$ cat config.mk
export PLATFORM = sky130hd
export DESIGN_NAME = or32_prog_loader
export DESIGN_NICKNAME = d
export VERILOG_FILES = /design/src/rtl/subsoc_loader_pkg.sv /design/src/rtl/or32_ldr_word_asm.sv /design/src/rtl/or32_prog_loader.sv
export SDC_FILE = /design/constraint.sdc
export NUM_CORES = 1
export LEC_CHECK = 0
export ABC_AREA = 1
export CORE_ASPECT_RATIO = 0.5
export CORE_MARGIN = 5
export CORE_UTILIZATION = 60
export CTS_CLUSTER_SIZE = 12
export DETAILED_ROUTE_END_ITERATION = 12
export PLACE_DENSITY = 0.9
export SYNTH_ARGS = -nofsm -noshare
export SYNTH_HDL_FRONTEND = slang
export SYNTH_SLANG_ARGS = --single-unit
$ cat constraint.sdc
create_clock -name clk -period 2.5 [get_ports clk]
set_input_delay 0.75 -clock clk [delete_from_list [all_inputs] [get_ports clk]]
set_output_delay 0.75 -clock clk [all_outputs]
set_load 0.03 [all_outputs]
$ cat src/rtl/subsoc_loader_pkg.sv
// Shared definitions for the OR32 program loader: state encoding, word geometry
// and state-decode helpers.
package subsoc_loader_pkg;

   localparam int         BYTES_PER_WORD = 4;
   localparam logic [1:0] LAST_BYTE_IDX  = 2'(BYTES_PER_WORD - 1);

   typedef enum logic [2:0] {
      ST_IDLE  = 3'd0,
      ST_ADDR  = 3'd1,
      ST_LEN   = 3'd2,
      ST_DATA  = 3'd3,
      ST_CKSUM = 3'd4,
      ST_WAIT  = 3'd5,
      ST_RUN   = 3'd6,
      ST_ERR   = 3'd7
   } ldr_state_e;

   // States in which the byte stream is consumed.
   function automatic logic accepts_bytes(input ldr_state_e st);
      logic r;
      case (st)
         ST_ADDR, ST_LEN, ST_DATA, ST_CKSUM: r = 1'b1;
         default:                            r = 1'b0;
      endcase
      return r;
   endfunction

   function automatic logic is_busy(input ldr_state_e st);
      logic r;
      case (st)
         ST_IDLE, ST_RUN, ST_ERR: r = 1'b0;
         default:                 r = 1'b1;
      endcase
      return r;
   endfunction

endpackage

$ cat src/rtl/or32_ldr_word_asm.sv
// Byte-to-word assembler: collects BYTES_PER_WORD accepted bytes big-endian and
// presents the full word combinationally with the last byte.
module or32_ldr_word_asm
   import subsoc_loader_pkg::*;
(
   input  logic        clk,
   input  logic        reset,
   input  logic        clr,
   input  logic        en,
   input  logic [7:0]  din,
   input  logic        din_valid,
   output logic        din_ready,
   output logic [31:0] word,
   output logic        word_vld
);

   logic [1:0]  byte_cnt_r;
   logic [23:0] shift_r;
   logic        accept_s;

   assign din_ready = en;
   assign accept_s  = din_valid & en;
   // The completing byte is used straight from din so the word is usable on its own edge.
   assign word      = {shift_r, din};
   assign word_vld  = accept_s & ~clr & (byte_cnt_r == LAST_BYTE_IDX);

   // Byte counter and shift register; clr discards any partial word.
   always_ff @(posedge clk) begin
      if (reset || clr) begin
         byte_cnt_r <= 2'd0;
         shift_r    <= 24'd0;
      end else if (accept_s) begin
         byte_cnt_r <= byte_cnt_r + 2'd1;
         shift_r    <= {shift_r[15:0], din};
      end else begin
         byte_cnt_r <= byte_cnt_r;
         shift_r    <= shift_r;
      end
   end

endmodule

$ cat src/rtl/or32_prog_loader.sv
// OR32 program loader: parses address/length/data (and optional checksum when
// OR32_LOADER_CKSUM_EN is defined) from a byte stream, then releases the CPU.
module or32_prog_loader
   import subsoc_loader_pkg::*;
#(
   parameter int EN_DLY = 4
) (
   input  logic        clk,
   input  logic        reset,
   input  logic        load_req_i,
   input  logic [7:0]  din_i,
   input  logic        din_valid_i,
   output logic        din_ready_o,
   output logic [31:0] or32_prog_addr_o,
   output logic [31:0] or32_prog_data_o,
   output logic        or32_prog_en_o,
   output logic        or32_en_o,
   output logic        busy_o,
   output logic        err_o
);

   localparam logic [7:0] EN_DLY_C = 8'(EN_DLY);
`ifdef OR32_LOADER_CKSUM_EN
   localparam ldr_state_e ST_AFTER_DATA = ST_CKSUM;
`else
   localparam ldr_state_e ST_AFTER_DATA = ST_WAIT;
`endif

   ldr_state_e  state_r;
   logic [31:0] prog_addr_r;
   logic [31:0] prog_data_r;
   logic        prog_en_r;
   logic        cpu_en_r;
   logic [31:0] word_cnt_r;
   logic [7:0]  dly_r;
   logic [31:0] word_s;
   logic        word_vld_s;
`ifdef OR32_LOADER_CKSUM_EN
   logic [31:0] cksum_r;
`endif

   or32_ldr_word_asm u_word_asm (
      .clk       (clk),
      .reset     (reset),
      .clr       (load_req_i),
      .en        (accepts_bytes(state_r)),
      .din       (din_i),
      .din_valid (din_valid_i),
      .din_ready (din_ready_o),
      .word      (word_s),
      .word_vld  (word_vld_s)
   );

   assign or32_prog_addr_o = prog_addr_r;
   assign or32_prog_data_o = prog_data_r;
   assign or32_prog_en_o   = prog_en_r;
   assign or32_en_o        = cpu_en_r;
   assign busy_o           = is_busy(state_r);
`ifdef OR32_LOADER_CKSUM_EN
   assign err_o            = (state_r == ST_ERR);
`else
   assign err_o            = 1'b0;
`endif

   // Loader FSM with its datapath registers; load_req_i restarts from any state.
   always_ff @(posedge clk) begin
      if (reset) begin
         state_r     <= ST_IDLE;
         prog_addr_r <= 32'd0;
         prog_data_r <= 32'd0;
         prog_en_r   <= 1'b0;
         cpu_en_r    <= 1'b0;
         word_cnt_r  <= 32'd0;
         dly_r       <= 8'd0;
`ifdef OR32_LOADER_CKSUM_EN
         cksum_r     <= 32'd0;
`endif
      end else if (load_req_i) begin
         state_r    <= ST_ADDR;
         prog_en_r  <= 1'b0;
         cpu_en_r   <= 1'b0;
         word_cnt_r <= 32'd0;
         dly_r      <= 8'd0;
`ifdef OR32_LOADER_CKSUM_EN
         cksum_r    <= 32'd0;
`endif
      end else begin
         prog_en_r <= 1'b0;
         // The strobe cycle shows the current address; advance once it is done.
         if (prog_en_r) begin
            prog_addr_r <= prog_addr_r + 32'd4;
         end else begin
            prog_addr_r <= prog_addr_r;
         end
         case (state_r)
            ST_IDLE: begin
               state_r <= ST_IDLE;
            end
            ST_ADDR: begin
               if (word_vld_s) begin
                  prog_addr_r <= {word_s[31:2], 2'b00};
                  state_r     <= ST_LEN;
               end
            end
            ST_LEN: begin
               if (word_vld_s) begin
                  word_cnt_r <= word_s;
                  dly_r      <= 8'd0;
                  state_r    <= (word_s == 32'd0) ? ST_AFTER_DATA : ST_DATA;
               end
            end
            ST_DATA: begin
               if (word_vld_s) begin
                  prog_data_r <= word_s;
                  prog_en_r   <= 1'b1;
                  word_cnt_r  <= word_cnt_r - 32'd1;
`ifdef OR32_LOADER_CKSUM_EN
                  cksum_r     <= cksum_r + word_s;
`endif
                  if (word_cnt_r == 32'd1) begin
                     dly_r   <= 8'd0;
                     state_r <= ST_AFTER_DATA;
                  end
               end
            end
`ifdef OR32_LOADER_CKSUM_EN
            ST_CKSUM: begin
               if (word_vld_s) begin
                  dly_r   <= 8'd0;
                  state_r <= (word_s == cksum_r) ? ST_WAIT : ST_ERR;
               end
            end
            ST_ERR: begin
               cpu_en_r <= 1'b0;
            end
`endif
            // The strobe cycle is not idle, so count one extra to give EN_DLY idle cycles.
            ST_WAIT: begin
               if (dly_r == EN_DLY_C) begin
                  cpu_en_r <= 1'b1;
                  state_r  <= ST_RUN;
               end else begin
                  dly_r <= dly_r + 8'd1;
               end
            end
            ST_RUN: begin
               cpu_en_r <= 1'b1;
            end
            default: begin
               state_r  <= ST_IDLE;
               cpu_en_r <= 1'b0;
            end
         endcase
      end
   end

endmodule

==> impl_summary.log, run 1 <==
INFO  metric run_status = finished clean
INFO  metric netlist_instances = 1,136
INFO  metric synth_edf_count = 0
INFO  metric drt-pass1-iter-count = 6
INFO  metric route.detailed.vias_per_inst = 5.96
INFO  metric fin_area = 8800 um^2
INFO  metric worst_path_cell_trace = inv_2 > nand3_1 > nand2_2 > dlygate4sd2_1
INFO  metric place_area = 8240 um^2
INFO  metric async_set_or_reset_register_ratio_after_synthesis = 0%
INFO  metric timing.setup.tns = 0 ns
INFO  metric gp_congestion = 0.978
INFO  metric hold_buf_count_cts = 0
INFO  metric worst_ir_drop_vdd = 0.437 mV
INFO  metric ys_seq_elements = 133
INFO  metric numnets_final = 1,227
INFO  metric synth.largest_area_cell = dfxtp_1
INFO  metric clk_path_buf_depth = 2
INFO  metric antenna_cells = 0
INFO  metric timing.clock.skew = 0.00788 ns
INFO  metric grt_use_total = 31.3%
INFO  metric ws_path_type = register to output port
INFO  metric detailed_place_hpwl = 15,200 um
INFO  metric post_syn_area = 7270 um^2
INFO  metric critical_path.slowest_cell = dlygate4sd2_1
INFO  metric drtAntennaViolNets = 0
INFO  metric post_synth_num_cell_types = 40
INFO  metric insertion_delay_of_the_later_clocked_pin_in_the_worst_skew_pair = 0.42 ns
INFO  metric synth_largest_type_area_fraction = 36.6%
INFO  metric clock-sinks = 133
INFO  metric endpoint_kind = output port
INFO  metric cp_data_required_time = 1.75 ns
INFO  metric yosys_warnings = 0
INFO  metric htree_num_levels = 4
INFO  metric ys_top_cells_by_area = dfxtp_1 37%, nand2_1 14%, nor2_1 9.8%, a21oi_1 9.4%, o21ai_0 5.9%
INFO  metric period_share = 96.0%
INFO  metric cap_viol_max_count = 0
INFO  metric place.port_buffers = 77
INFO  metric io_pins = 81
INFO  metric floorplan.initialDensity = 61.4%
INFO  metric first_global_vias = 7,693
INFO  metric via_count = 8,261
INFO  metric max-slew-margin-rel = 61.9%
INFO  metric slew_violations = 0
INFO  metric worst-endpoint-arrival = 1.65 ns
INFO  metric row_count = 28
INFO  metric grt_pass1_wl = 37,500 um
INFO  metric worst_pin_slew = 0.570 ns
INFO  metric grt_setup_unrepaired = false
INFO  metric routed_wirelength = 22,900 um
INFO  metric hold_viol_final = 0
INFO  metric critical_path.top_delay_family = buffers and inverters
INFO  metric achievable-frequency = 417 MHz
INFO  metric critical_path_buf_inv_count = 2
INFO  metric power_leakage = 3.78 nW
INFO  metric synth_flop_type = dfxtp_1
INFO  metric layout_overhead_on_the_synthesized_area = 21.1%
INFO  metric critical_path.max_stage_delay = 0.42 ns
INFO  metric cts_root_buffer = clkbuf_16
INFO  metric die-area = 14,500 um^2
INFO  metric wl_per_cell = 16.6 um
INFO  metric avgSynthCellArea = 6.40 um^2
INFO  metric core = 11,800 um^2
INFO  metric drive_above_1_share = 6.72%
INFO  metric min-delay-path-class = register to register
INFO  metric die_h = 87.8 um
INFO  metric numPlacedInstances = 1,355
INFO  metric critical_path_peak_fanout = 6
INFO  metric power.density_cell_area = 562 nW/um^2
INFO  metric die_x = 166 um
INFO  metric setup_viol = 0
INFO  metric global_route.overflow_total = 0
INFO  metric first_iteration_detailed_routing_drc_count = 1,207
INFO  metric start_kind = register
INFO  metric final_worst_path_period_need = 2.40 ns
INFO  metric grt_antenna_before_repair = 0
INFO  metric synth-seq-area-share = 36.6%
INFO  metric layout.cells.non_filler = 1,385
INFO  metric clk_transition_reported_paths = 0.05 ns
INFO  metric tritoncts = built
INFO  metric detail_route.drc_violations = 0
INFO  metric cts_buffers = 17
INFO  metric grt_max_degree = 49
## Yosys cell counts, types with 2 or more instances
cell,count
a31oi_1,2
nor3_1,5
nand4_1,22
xnor2_1,11
nand3b_1,2
nand2_1,274
a21oi_1,136
or2_2,3
inv_2,7
clkbuf_1,21
nand2_2,4
a21oi_2,3
o21ai_0,86
xor2_1,11
dfxtp_1,133
o21bai_1,2
buf_4,11
inv_1,99
nand3_1,65
o211ai_1,4
ha_1,6
buf_2,16
o21ai_2,3
nor3b_1,2
o21ai_1,5
nor2_1,189
## worst paths after layout
path,start,to,slack [ns],depth (start not counted)
worst max-delay path,state_r[0],din_ready_o,0.1,4
worst min-delay path,or32_prog_data_o[4],or32_prog_data_o[4],0.47,2
worst max register to register,state_r[2],state_r[1],0.53,8
worst min register to register,or32_prog_data_o[4],or32_prog_data_o[4],0.47,2
## logic make-up after synthesis
kind of cell | synth area share, %
AND/OR/NAND/NOR | 33.2
flip-flops | 36.6
buffers and inverters | 9.09
XOR/XNOR | 2.65
other | 0.0516
AO/OA/AOI/OAI | 17.4
adder cells (fa/ha/maj) | 1.03
## registers in the layout, summed over array words and instances, names as in the netlist
register and cells:
or32_prog_en_o 1, or32_prog_addr_o 30, u_word_asm.shift_r 24, u_word_asm.byte_cnt_r 2, state_r 3, or32_prog_data_o 32, or32_en_o 1, dly_r 8
word_cnt_r 32
## timing repair
item | CTS | global route
setup endpoints to repair | 2 | 1
gates resized for setup | 2 | 3
gates cloned | 0 | 0
buffers inserted | 0 | 0
pin swaps | 0 | 0
## area by class of cell
cell class                      count  area (um^2)
Multi-Input combinational cell    848         3950
Timing Repair Buffer              102         1000
Clock inverter                     10          134
Fill cell                         892         3040
Tap cell                          165          206
Sequential cell                   133         2660
Inverter                          107          404
Clock buffer                       20          437
## placed cells by master, fill, tap and decap left out, types with 5 or more instances in the layout
master,instances
xnor2_1,11
clkbuf_16,17
dfxtp_1,133
a21oi_1,136
buf_4,21
nand4_1,22
nor3_1,5
nor2_1,188
inv_2,7
o21ai_0,86
clkdlybuf4s50_1,75
ha_1,6
nand2_1,274
xor2_1,11
inv_1,99
nand3_1,65
o21ai_1,5
## power breakdown
| part | leakage, nW | total, mW | switching [mW] | internal, mW |
|---|---|---|---|---|
| registers | 1.07 | 2.16 | 0.0196 | 2.14 |
| logic | 2.43 | 0.286 | 0.206 | 0.0805 |
| clock network | 0.275 | 2.50 | 0.948 | 1.55 |
| total | 3.78 | 4.94 | 1.17 | 3.77 |
## worst reg2reg max path: stages (launching register included)
cell	delay, ns
dfxtp_1	0.47
inv_2	0.11
nand3_1	0.13
buf_4	0.42
nor2_1	0.11
nor2_1	0.26
inv_1	0.11
nor2_1	0.18
nor2_1	0.07
## per-stage QoR
| step | utilization (%) | total power [mW] | hold slack (ns) | setup slack, ns |
|---|---|---|---|---|
| floorplan | - | 2.36 | 0.429 | 0.546 |
| global placement | 69.5 | 2.47 | 0.442 | 0.197 |
| detailed placement | 69.5 | 2.47 | 0.453 | 0.155 |
| CTS | 74.3 | 4.91 | 0.471 | 0.00127 |
| global route | 74.3 | 5.04 | 0.499 | 0.0515 |
| finish | 74.3 | 4.94 | 0.472 | 0.0999 |
## routing by layer
layer	global-route usage (%)	share of wire, %	wire length, um
met5	0	0	0
met4	10.3	1.9	435
met3	9.42	12	2690
met2	52.0	46	10500
met1	39.7	41	9320
Power figures use the tool's default switching activity.
==> run 2: changes to the inputs <==
--- a/config.mk
+++ b/config.mk
@@ -8,10 +8,10 @@
 export ABC_AREA = 1
 export CORE_ASPECT_RATIO = 0.5
 export CORE_MARGIN = 5
-export CORE_UTILIZATION = 60
+export CORE_UTILIZATION = 25
 export CTS_CLUSTER_SIZE = 12
 export DETAILED_ROUTE_END_ITERATION = 12
-export PLACE_DENSITY = 0.9
+export PLACE_DENSITY = 0.48
 export SYNTH_ARGS = -nofsm -noshare
 export SYNTH_HDL_FRONTEND = slang
 export SYNTH_SLANG_ARGS = --single-unit
==> constraint.sdc (replaced) <==
create_clock -name clk -period 2.5 [get_ports clk]
set_input_delay 0.75 -clock clk [delete_from_list [all_inputs] [get_ports clk]]
set_output_delay 0.75 -clock clk [all_outputs]
set_load 0.02 [all_outputs]
==> impl_summary.log, run 2 (synthesized netlist as in run 1, its figures left out) <==
INFO  metric critical_path.top_delay_family = flip-flops
INFO  metric layout_overhead_on_the_synthesized_area = 27.4%
INFO  metric power.density_cell_area = 568 nW/um^2
INFO  metric critical_path.slowest_cell = dfxtp_1
INFO  metric row_count = 44
INFO  metric gp_congestion = 0.916
INFO  metric worst-endpoint-arrival = 1.64 ns
INFO  metric die-area = 32,800 um^2
INFO  metric cp_data_required_time = 1.75 ns
INFO  metric p_int = 3.93 mW
INFO  metric achievable-frequency = 419 MHz
INFO  metric worst_setup_path_endpoint = busy_o
INFO  metric start_kind = register
INFO  metric cp_num_cells = 3
INFO  metric die_x = 251 um
INFO  metric first_iteration_detailed_routing_drc_count = 539
INFO  metric worstReg2RegStart = or32_prog_addr_o[2]
INFO  metric critical_path_peak_fanout = 7
INFO  metric floorplan.initialDensity = 25.2%
INFO  metric comb_power_share = 5.6%
INFO  metric die_h = 131 um
INFO  metric grt_max_degree = 41
INFO  metric numPlacedInstances = 1,590
INFO  metric drt-pass1-iter-count = 5
INFO  metric grt_antenna_before_repair = 0
INFO  metric global_route.overflow_total = 0
INFO  metric critical_path.max_stage_delay = 0.49 ns
INFO  metric power_leakage = 3.86 nW
INFO  metric drive_above_1_share = 7.88%
INFO  metric regToRegEndpoint = or32_prog_addr_o[26]
INFO  metric place.port_buffers = 77
INFO  metric setup_viol = 0
INFO  metric htree_num_levels = 4
INFO  metric layout.cells.non_filler = 1,622
INFO  metric grt_setup_unrepaired = false
INFO  metric endpoint_kind = output port
INFO  metric route.detailed.vias_per_inst = 4.66
INFO  metric wl_per_cell = 15.4 um
INFO  metric most-common-layout-cells = 274 x nand2_1, 188 x nor2_1, 136 x a21oi_1
INFO  metric r2r_setup_slack = 0.53 ns
INFO  metric depth_of_the_worst_register_to_register_path = 10
INFO  metric drtAntennaViolNets = 0
INFO  metric timing.setup.tns = 0 ns
INFO  metric routed_wirelength = 25,000 um
INFO  metric core = 28,800 um^2
INFO  metric timing.clock.skew = 0.00740 ns
INFO  metric critical_path.startpoint = state_r[2]
INFO  metric min-delay-path-class = register to register
INFO  metric cts_buffers = 17
INFO  metric critical_path_buf_inv_count = 2
INFO  metric clock-sinks = 133
INFO  metric cts_root_buffer = clkbuf_16
INFO  metric ws_path_type = register to output port
INFO  metric hold_viol_final = 0
INFO  metric worst_ir_drop_vdd = 0.363 mV
INFO  metric grt_use_total = 15.3%
INFO  metric final_worst_path_period_need = 2.39 ns
INFO  metric slew_violations = 0
INFO  metric first_global_vias = 7,008
INFO  metric clk_transition_reported_paths = 0.06 ns
INFO  metric worst_path_cell_trace = inv_2 > o21ai_0 > dlygate4sd2_1
INFO  metric cap_viol_max_count = 0
INFO  metric run_status = finished clean
INFO  metric antenna_cells = 0
INFO  metric layout_commonest_cell = nand2_1
INFO  metric period_share = 95.5%
INFO  metric numnets_final = 1,236
INFO  metric io_pins = 81
INFO  metric power.switching = 1.33 mW
INFO  metric detail_route.drc_violations = 0
INFO  metric power_frac_seq = 41.0%
INFO  metric insertion_delay_of_the_later_clocked_pin_in_the_worst_skew_pair = 0.43 ns
INFO  metric power.share.clock = 53.5%
INFO  metric hold_buf_count_cts = 0
INFO  metric detailed_place_hpwl = 18,500 um
INFO  metric sw_ratio = 25.3%
INFO  metric grt_pass1_wl = 39,700 um
INFO  metric clk_path_buf_depth = 2
INFO  metric tritoncts = built
INFO  metric via_count = 7,566
run 2: how the worst min path moves through the flow:
stage,startpoint,end,slack [ns],cells after the start
after CTS,u_word_asm.byte_cnt_r[0],u_word_asm.byte_cnt_r[0],0.46,1
after global placement,u_word_asm.byte_cnt_r[0],u_word_asm.byte_cnt_r[0],0.44,1
after detailed placement,u_word_asm.byte_cnt_r[0],u_word_asm.byte_cnt_r[0],0.46,1
final,or32_prog_data_o[4],or32_prog_data_o[4],0.46,2
after global routing,or32_prog_data_o[4],or32_prog_data_o[4],0.49,2
after floorplan,u_word_asm.byte_cnt_r[0],u_word_asm.byte_cnt_r[0],0.43,1
run 2: cell type report:
type                       instances  area (um^2)
fill                            3147        19600
tap                              391          489
timing repair buffer             111         1100
inverter                         107          404
clock buffer                      17          425
clock inverter                    15          219
sequential                       133         2670
multi-input combinational        848         3950
run 2: worst register-to-register path, cell delays in order, from the launching register on:
cell     delay, ns
dfxtp_1       0.49
ha_1          0.22
nand3_1       0.17
nor2_1        0.18
nand2_2       0.11
nor2_1        0.31
nand2_1       0.09
nand2_1       0.07
nand3_1       0.07
nand2_1       0.07
o21ai_0       0.07
run 2: metal layers:
metal	vias to the layer above	GRT usage [%]	share of wire, %
met1	3484	20.8	47
li1	3843	-	-
met5	-	0	0
met4	0	4.04	1.4
met3	28	2.29	4.7
met2	211	25.9	46
run 2: repair_timing:
action,4_1_cts,5_1_grt
resized for setup,2,2
buffers inserted,0,0
setup endpoints to repair,2,2
pin swaps,0,0
run 2: power by group through the flow:
stage	logic, mW	clock network (mW)	registers, mW
5_1_grt	0.323	2.97	2.16
6_report	0.293	2.81	2.16
4_1_cts	0.296	2.87	2.15
3_3_place_gp	0.299	0	2.20
3_5_place_dp	0.297	0	2.20
2_1_floorplan	0.159	0	2.20
run 2: metrics by stage:
step                setup WS (ns)  hold WS [ns]  utilization, %  total power [mW]  area [um^2]
floorplan                   0.637         0.429               -              2.36         7270
global placement            0.113         0.441            29.8              2.50         8610
detailed placement         0.0383         0.455            29.8              2.50         8610
CTS                        0.0134         0.464            32.1              5.32         9250
global route               0.0268         0.485            32.1              5.45         9260
finish                      0.112         0.464            32.1              5.26         9260
